===== src/rtl/efb_wb_arbiter.sv =====
// efb_wb_arbiter: shares the single EFB Wishbone slave port between two
// requesters. Each request becomes one registered classic single cycle,
// ties are broken round-robin, and a stalled slave is abandoned after
// TIMEOUT_CYCLES bus cycles with an error completion.
//
// Requester handshake: a port raises i_ReqN with i_WeN/i_AddrN/i_WdataN
// stable and holds it until o_DoneN pulses for one cycle; o_ErrN qualifies
// that pulse (1 = timed out) and o_RdataN is refreshed only by a
// successful read on that port.
module efb_wb_arbiter #(
    parameter int TIMEOUT_CYCLES = 64
) (
    input  logic       i_Clock,
    input  logic       i_Reset,
    input  logic       i_Req0,
    input  logic       i_Req1,
    input  logic       i_We0,
    input  logic       i_We1,
    input  logic [7:0] i_Addr0,
    input  logic [7:0] i_Addr1,
    input  logic [7:0] i_Wdata0,
    input  logic [7:0] i_Wdata1,
    output logic       o_Done0,
    output logic       o_Done1,
    output logic       o_Err0,
    output logic       o_Err1,
    output logic [7:0] o_Rdata0,
    output logic [7:0] o_Rdata1,
    output logic       o_Busy,
    output logic       wb_cyc_o,
    output logic       wb_stb_o,
    output logic       wb_we_o,
    output logic [7:0] wb_adr_o,
    output logic [7:0] wb_dat_o,
    input  logic [7:0] wb_dat_i,
    input  logic       wb_ack_i
);

    localparam int CW = $clog2(TIMEOUT_CYCLES + 1);
    localparam logic [CW-1:0] CNT_LAST = CW'(TIMEOUT_CYCLES - 1);

    typedef enum logic [1:0] {
        ST_IDLE = 2'd0,
        ST_BUS  = 2'd1,
        ST_GAP  = 2'd2
    } state_t;

    state_t        state_q, state_d;
    logic          last_q, last_d;
    logic          gnt_q, gnt_d;
    logic [CW-1:0] cnt_q, cnt_d;
    logic          cyc_q, cyc_d;
    logic          we_q, we_d;
    logic [7:0]    adr_q, adr_d;
    logic [7:0]    dat_q, dat_d;
    logic          done0_q, done0_d;
    logic          done1_q, done1_d;
    logic          err0_q, err0_d;
    logic          err1_q, err1_d;
    logic [7:0]    rdata0_q, rdata0_d;
    logic [7:0]    rdata1_q, rdata1_d;
    logic          busy_q, busy_d;
    logic          pick;

    // Next-state and registered-output logic for the IDLE/BUS/GAP sequencer.
    always_comb begin
        state_d  = state_q;
        last_d   = last_q;
        gnt_d    = gnt_q;
        cnt_d    = cnt_q;
        cyc_d    = cyc_q;
        we_d     = we_q;
        adr_d    = adr_q;
        dat_d    = dat_q;
        done0_d  = 1'b0;
        done1_d  = 1'b0;
        err0_d   = 1'b0;
        err1_d   = 1'b0;
        rdata0_d = rdata0_q;
        rdata1_d = rdata1_q;
        pick     = 1'b0;

        case (state_q)
            ST_IDLE: begin
                if (i_Req0 || i_Req1) begin
                    // On a tie the port not served last wins.
                    if (i_Req0 && i_Req1) pick = ~last_q;
                    else                  pick = i_Req1;
                    gnt_d   = pick;
                    we_d    = pick ? i_We1 : i_We0;
                    adr_d   = pick ? i_Addr1 : i_Addr0;
                    if (pick) dat_d = i_We1 ? i_Wdata1 : 8'h00;
                    else      dat_d = i_We0 ? i_Wdata0 : 8'h00;
                    cyc_d   = 1'b1;
                    cnt_d   = '0;
                    state_d = ST_BUS;
                end
            end
            ST_BUS: begin
                // Ack takes priority over a timeout landing in the same cycle.
                if (wb_ack_i) begin
                    cyc_d = 1'b0;
                    if (gnt_q) begin
                        done1_d = 1'b1;
                        if (!we_q) rdata1_d = wb_dat_i;
                    end else begin
                        done0_d = 1'b1;
                        if (!we_q) rdata0_d = wb_dat_i;
                    end
                    last_d  = gnt_q;
                    state_d = ST_GAP;
                end else if (cnt_q == CNT_LAST) begin
                    cyc_d = 1'b0;
                    if (gnt_q) begin
                        done1_d = 1'b1;
                        err1_d  = 1'b1;
                    end else begin
                        done0_d = 1'b1;
                        err0_d  = 1'b1;
                    end
                    last_d  = gnt_q;
                    state_d = ST_GAP;
                end else begin
                    cnt_d = cnt_q + CW'(1);
                end
            end
            ST_GAP: begin
                // One dead cycle so a requester can drop its request
                // after done without being granted again.
                state_d = ST_IDLE;
            end
            default: begin
                state_d = ST_IDLE;
            end
        endcase

        busy_d = (state_d != ST_IDLE);
    end

    // State and output registers with synchronous active-high reset.
    always_ff @(posedge i_Clock) begin
        if (i_Reset) begin
            state_q  <= ST_IDLE;
            last_q   <= 1'b1;
            gnt_q    <= 1'b0;
            cnt_q    <= '0;
            cyc_q    <= 1'b0;
            we_q     <= 1'b0;
            adr_q    <= 8'h00;
            dat_q    <= 8'h00;
            done0_q  <= 1'b0;
            done1_q  <= 1'b0;
            err0_q   <= 1'b0;
            err1_q   <= 1'b0;
            rdata0_q <= 8'h00;
            rdata1_q <= 8'h00;
            busy_q   <= 1'b0;
        end else begin
            state_q  <= state_d;
            last_q   <= last_d;
            gnt_q    <= gnt_d;
            cnt_q    <= cnt_d;
            cyc_q    <= cyc_d;
            we_q     <= we_d;
            adr_q    <= adr_d;
            dat_q    <= dat_d;
            done0_q  <= done0_d;
            done1_q  <= done1_d;
            err0_q   <= err0_d;
            err1_q   <= err1_d;
            rdata0_q <= rdata0_d;
            rdata1_q <= rdata1_d;
            busy_q   <= busy_d;
        end
    end

    assign o_Done0  = done0_q;
    assign o_Done1  = done1_q;
    assign o_Err0   = err0_q;
    assign o_Err1   = err1_q;
    assign o_Rdata0 = rdata0_q;
    assign o_Rdata1 = rdata1_q;
    assign o_Busy   = busy_q;
    assign wb_cyc_o = cyc_q;
    assign wb_stb_o = cyc_q;
    assign wb_we_o  = we_q;
    assign wb_adr_o = adr_q;
    assign wb_dat_o = dat_q;

endmodule


===== config.mk =====
export PLATFORM = sky130hd
export DESIGN_NAME = efb_wb_arbiter
export DESIGN_NICKNAME = d
export VERILOG_FILES = /design/src/rtl/efb_wb_arbiter.sv
export SDC_FILE = /design/constraint.sdc
export NUM_CORES = 1
export LEC_CHECK = 0
export CAP_MARGIN = 20
export CELL_PAD_IN_SITES_DETAIL_PLACEMENT = 1
export CELL_PAD_IN_SITES_GLOBAL_PLACEMENT = 2
export CORE_ASPECT_RATIO = 0.75
export CORE_MARGIN = 2
export CORE_UTILIZATION = 21
export CTS_CLUSTER_DIAMETER = 60
export DETAILED_ROUTE_END_ITERATION = 10
export GPL_ROUTABILITY_DRIVEN = 1
export GPL_TIMING_DRIVEN = 0
export PLACE_DENSITY_LB_ADDON = 0.1
export SLEW_MARGIN = 30
export SYNTH_ARGS = -nofsm -noshare
export SYNTH_HDL_FRONTEND = slang
export SYNTH_SLANG_ARGS = --single-unit

===== constraint.sdc =====
create_clock -name i_Clock -period 1.8 [get_ports i_Clock]
set_input_delay 0.54 -clock i_Clock [delete_from_list [all_inputs] [get_ports i_Clock]]
set_output_delay 0.54 -clock i_Clock [all_outputs]
set_load 0.005 [all_outputs]

==> key figures <==
Timing
  – Pins Over Slew Limit: 0
  – Period minus WS final: between 1500 and 2000 ps
  – Fin Setup TNS: 0 ps
  – Slew HR: between 50 and 60%
  – Setup WS post-layout: around 55 ps
  – RSZ-0062 raised after global routing: yes
  – Setup violators final: 0
  – Final Hold Slack: approximately 480 ps
  – Fin crit share: between 90% and 100%
  – Worst-Margin Slew: 657 ps
  – Hold violation count in the final report: 0
  – Final Skew: between 3 and 4 ps
  – Peak Freq: 573 MHz

Floorplan
  – Number of core rows: 30
  – Die X-Extent: between 100 and 150 µm
  – # IOs: slightly below 90
  – Die Ht: between 80 and 90 µm
  – Initial core utilization: around 22%
  – Core box area: between 9000 and 10000 µm²
  – Die area: around 10000 µm²

Synth
  – Most common cell in the netlist: dfxtp_1
  – Simple-gate share of the synthesized area: between 20% and 30%
  – Synth warn: 0
  – Synthesized area: ~2000 µm²
  – Mux cell area share after synthesis: 7.92%
  – Largest cells by area after synthesis: dfxtp_1 50%, mux2i_1 7.9%, a311oi_1 7.4%
  – Syn Area/Cell: 8.83 µm²
  – Top-area cell type share of the netlist area: between 40% and 50%
  – Adder-cell share of the synthesized area: 0.619%
  – Post-synth EDFFs: 0
  – Yosys cell types: 34
  – Post-synthesis net count: around 280
  – Synth Area in XOR/XNOR: 0%
  – Top cells by count, synth: 50 x dfxtp_1, 37 x nor2_1, 22 x nand2_1, 22 x nand3_1
  – Top FF cell, synth: dfxtp_1
  – Synth Register Bits: 50
  – Syn Inst Count: about 230
  – FFs w/ async S/R, synth: 0%
  – Largest area contributor in the synthesized netlist: dfxtp_1
  – Seq/Total Area, Yosys: about half
  – Synth Area in Compound Gates: 13.8%
  – Largest family of logic cells by synthesized area: simple AND/OR/NAND/NOR gates

GRT
  – Global-route wire length before repair: around 11000 µm
  – Largest net degree at the start of global routing: 17
  – GRT Util Overall: 13.7%
  – Initial antenna violation count: 0
  – GRT overflow: 0
  – Vias in the first global route: 2114

Worst setup path
  – CP max stage cell: clkdlybuf4s50_1
  – Worst path max stage delay: about 540 ps
  – CP Capture Type: output pin
  – Cell family with most CP delay: buffers and inverters
  – Arrival time worst endpoint: ~1200 ps
  – CP Class: register to output pin
  – Setup crit start kind: register
  – Max Fanout on Critical Path: 4
  – Buffers and inverters on the worst path: 1
  – CP Cell Sequence: clkdlybuf4s50_1
  – Required time worst endpoint: 1260 ps

Worst hold path
  – HP Class: register to register

Run status
  – Status: finished, final reports clean

Detailed routing
  – Routed via count: around 2.0k
  – Final wirelength: roughly 6800 µm
  – Initial DRC Count: 73
  – Post-DRT Antenna Nets: 0
  – DR vias/cell: 4.44
  – DRT Pass-1 Iters: 4
  – Drt wl/cell: 15.3 µm
  – DRC Markers: 0

Layout
  – Final nets: 365
  – Design Area, Final: 3210 µm²
  – Area grow syn2layout: 58.8%
  – Fillers: about 1.1k
  – Share of cells above drive strength 1: under 10%
  – Ant diodes: 0

Placement
  – Port Buffers: just over 80
  – DP Area: around 3000 µm²
  – Placer Congestion: roughly 0.67
  – DP HPWL: between 4000 and 5000 µm
  – DP Worst Slack: -742 ps

CTS
  – Htree depth: 2
  – Clk sinks: 50
  – Clk slew on worst S/H paths: ~70 ps
  – Clock Root Buffer: clkbuf_16
  – TritonCTS clock tree: built
  – Clock Latency Late Sink: roughly 290 ps
  – Bufs on Longest Clock Path: 2
  – Inserted Clock Buffers: 5

Job
  – Max Cap Viol: 0

Power
  – P_leak: between 1 and 1.5 nW
  – PD cells: just under 900 nW/µm²
  – VDD IR max: ~320 µV
[state kept, by name, summed over array words and instances, names as in the netlist, 2 cells and up]
name / cells
o_Rdata1: 8
state_q: 2
cnt_q: 7
o_Rdata0: 8
wb_adr_o: 8
wb_dat_o: 8
[cell families after synthesis]
family	Yosys count
adders and majority gates	1
muxes	16
and+or+nand+nor	100
DFF	50
buffers and inverters	23
AOI/OAI and AO/OA	39
[path summary, 6_finish.rpt]
check             startpoint       end  slack (ps)  depth (start not counted)
setup / recovery     wb_we_o   wb_we_o          50                          1
hold / removal      cnt_q[6]  cnt_q[6]         480                          1
setup reg to reg    cnt_q[0]  cnt_q[3]         130                          6
hold reg to reg     cnt_q[6]  cnt_q[6]         480                          1
[power breakdown]
part | switching, W | internal, W | total [W]
registers | 0.0000384 | 0.00117 | 0.00121
logic | 0.000224 | 0.000281 | 0.000505
clock network | 0.000436 | 0.000656 | 0.00109
total | 0.000698 | 0.00211 | 0.00281
[layout by cell type (no fill, tap or decap), drive strengths merged, types with 3 or more instances in the layout]
cell type      instances
nand2                 22
dfxtp                 50
clkbuf                20
clkdlybuf4s50         81
or3                    4
o211ai                 3
mux2i                 16
buf                    6
nand3                 22
a311oi                17
a21oi                 11
nor2                  37
[routing by layer]
metal | track usage [%] | part of all wire [%] | vias to the layer above
met5 | 0 | 0 | -
met4 | 3.29 | 0.57 | 0
met3 | 4.46 | 5.5 | 2
met2 | 22.2 | 43 | 41
met1 | 17.9 | 50 | 953
li1 | - | - | 985
[per-stage QoR]
step           instances  total power [W]  utilization, %
3_3_place_gp         440          0.00174            32.8
2_1_floorplan        229          0.00144               -
5_1_grt              446          0.00297            34.9
6_report             446          0.00281            34.9
3_5_place_dp         440          0.00174            32.8
4_1_cts              446          0.00287            34.8
[final cells by class]
type                            instances  area (µm²)  share of cell area (%)
Clock inverter                          3        45.0                    1.40
Timing Repair Buffer                   84         836                    26.0
Clock buffer                            5         125                    3.90
Sequential cell                        50        1000                    31.2
Multi-Input combinational cell        156         936                    29.1
Buffer                                 19         104                    3.23
Tap cell                              128         160                    4.99
Inverter                                1        3.75                   0.117
[timing repair]
action	CTS	global route
pin swaps	1	0
setup endpoints to repair	33	29
endpoints found under the hold margin	0	0
buffers inserted	1	0
hold buffers	0	0
gates resized for setup	15	11
(Power assumes the default switching activity.)
==> RTL edit (config.mk and constraints unchanged) <==
Encoding of `state_t`: now one-hot (3 bits for 3 states).
--- a/src/rtl/efb_wb_arbiter.sv
+++ b/src/rtl/efb_wb_arbiter.sv
@@ -41,6 +41,6 @@
 
-    typedef enum logic [1:0] {
-        ST_IDLE = 2'd0,
-        ST_BUS  = 2'd1,
-        ST_GAP  = 2'd2
+    typedef enum logic [2:0] {
+        ST_IDLE = 3'b001,
+        ST_BUS  = 3'b010,
+        ST_GAP  = 3'b100
     } state_t;
Formal check against the unedited RTL: same outputs for any inputs over 10 cycles, from zero or initial values and one cycle with i_Reset high; not proved beyond that.
==> RTL edit against the original RTL <==
Largest cell class unchanged. Power fell by 1.7%. Area after synthesis increased by 2.5%. Wire length fell by 7.8%. Clock skew grew 0.0016 ns. Largest power group unchanged. Sequential cell count up 1. Worst setup slack lost 0.013 ns. Design area increased by 2.1%.
==> RTL edit: results (changes against the original RTL) <==
| Metric | Value |
|---|---|
| First-pass GRT wire length | `10.3 mm (-7.7%)` |
| Post-synth top cells | `dfxtp_1, nor2_1, mux2i_1` |
| PostCTS Resize Cnt | `13 (-2)` |
| Max incr delay on CP | `0.53 ns` |
| VDD IR max | `0.398 mV (+26%)` |
| 1st-iter DRT viols | `52 (-29%)` |
| Layout cells sized above 1 | `0.114 (+0.0320)` |
| CP arrival | `1.22 ns` |
| M3 GR Usage | `0.0311 (-0.0136)` |
| Gr usage total | `0.121 (-0.0161)` |
| DP Area | `3090 sq um (+2.5%)` |
| Pre-CTS WS | `-0.569 ns (+0.173 ns)` |
| Worst-margin pin slew | `0.578 ns (-0.0786 ns)` |
| Unique cell type count in the Yosys netlist | `43 (+26%)` |
| Dpl hpwl | `4.73 mm (-3.1%)` |
| Synth Area in Compound Gates | `0.149 (+0.0111)` |
| Post-CTS setup buffer count | `0 (-1)` |
| Sequential cell area fraction in the yosys report | `0.492 (-0.00259)` |
| Synth Area in Adders | `0.00604 (-0.000153)` |
| Post-synth ARST share | `0 (unchanged)` |
| Metal3 WL | `284 microns (-24%)` |
| Layout Nets | `346 (-5.2%)` |
| Average wire per standard cell | `14.6 microns (-4.6%)` |
| Top Layer Used | `met4` |
| Status | `completed` |
| Leakage | `1.22 nW (+2.3%)` |
| Met2 Wirelength | `2.61 mm (-12%)` |
| Fillers | `1,128 (+4.8%)` |
| GR Layer Usage met1 | `0.171 (-0.00822)` |
| Vias | `1,835 (-7.4%)` |
| CP top delay family | `buffers and inverters` |
| Dominant cells by area after synthesis | `dfxtp_1, mux2i_1, nor2_1` |
| Mux share of post-synthesis cell area | `0.116 (+0.0367)` |
| Final worst setup slack | `0.0418 ns (-0.0127 ns)` |
| Grt met2 use | `0.179 (-0.0431)` |
| Clk_lat worst skew | `0.29 ns (about the same)` |
| Fin Clk Skew | `0.00485 ns (+0.00164 ns)` |
| First-pass DRT Iterations | `2 (-2)` |
| Vias in the first global route | `1,962 (-7.2%)` |
| Port Buffers | `85 (+2.4%)` |
==> RTL edit: cell types whose count changed after synthesis, moves of 6 or more <==
cell,before,now
nand3_1,22,3
nand2_1,22,5
a311oi_1,17,1
nor3_1,0,12
clkbuf_1,17,6
a211oi_1,0,8
a221oi_1,0,8
mux2i_1,16,24
a21oi_1,11,5
==> RTL edit: worst paths after layout <==
kind	to	from	cells past startpoint
min reg2reg	cnt_q[6]	cnt_q[6]	1
max reg2reg	wb_dat_o[7]	state_q[0]	5
min	cnt_q[6]	cnt_q[6]	1
max	wb_we_o	wb_we_o	1
==> RTL edit: report_power, final <==
| part | total [mW] | internal [mW] | switching [mW] |
|---|---|---|---|
| clock | 0.959 | 0.521 | 0.438 |
| sequential | 1.25 | 1.20 | 0.0485 |
| combinational | 0.553 | 0.318 | 0.235 |
| total | 2.76 | 2.04 | 0.722 |
==> RTL edit: area by class of cell <==
type	instances	area share
Tap cell	132	0.0503
Buffer	15	0.0309
Timing Repair Buffer	85	0.259
Inverter	4	0.00458
Multi-Input combinational cell	136	0.298
Clock inverter	3	0.00725
Sequential cell	51	0.312
Clock buffer	5	0.0381
==> RTL edit: per-stage QoR <==
stage,hold slack [ns],setup TNS [ns],utilization,std cells
CTS,0.481,0,0.341,431
global route,0.496,-0.0337,0.341,431
detailed placement,0.471,-12.49,0.321,423
finish,0.476,0,0.341,431
global placement,0.461,-12.03,0.321,423
floorplan,0.447,0,-,206
==> RTL edit: cell families after synthesis <==
family,after synthesis
adders and majority gates,1
and+or+nand+nor,72
AOI/OAI and AO/OA,39
muxes,24
buffers and inverters,19
DFF,51
==> RTL edit: worst reg2reg max path, stage by stage (launching register included) <==
cell      delay (ns)
dfxtp_1         0.42
nor3b_2         0.36
o21ai_4         0.17
clkbuf_2        0.26
a221oi_1        0.27
nor3_1          0.08
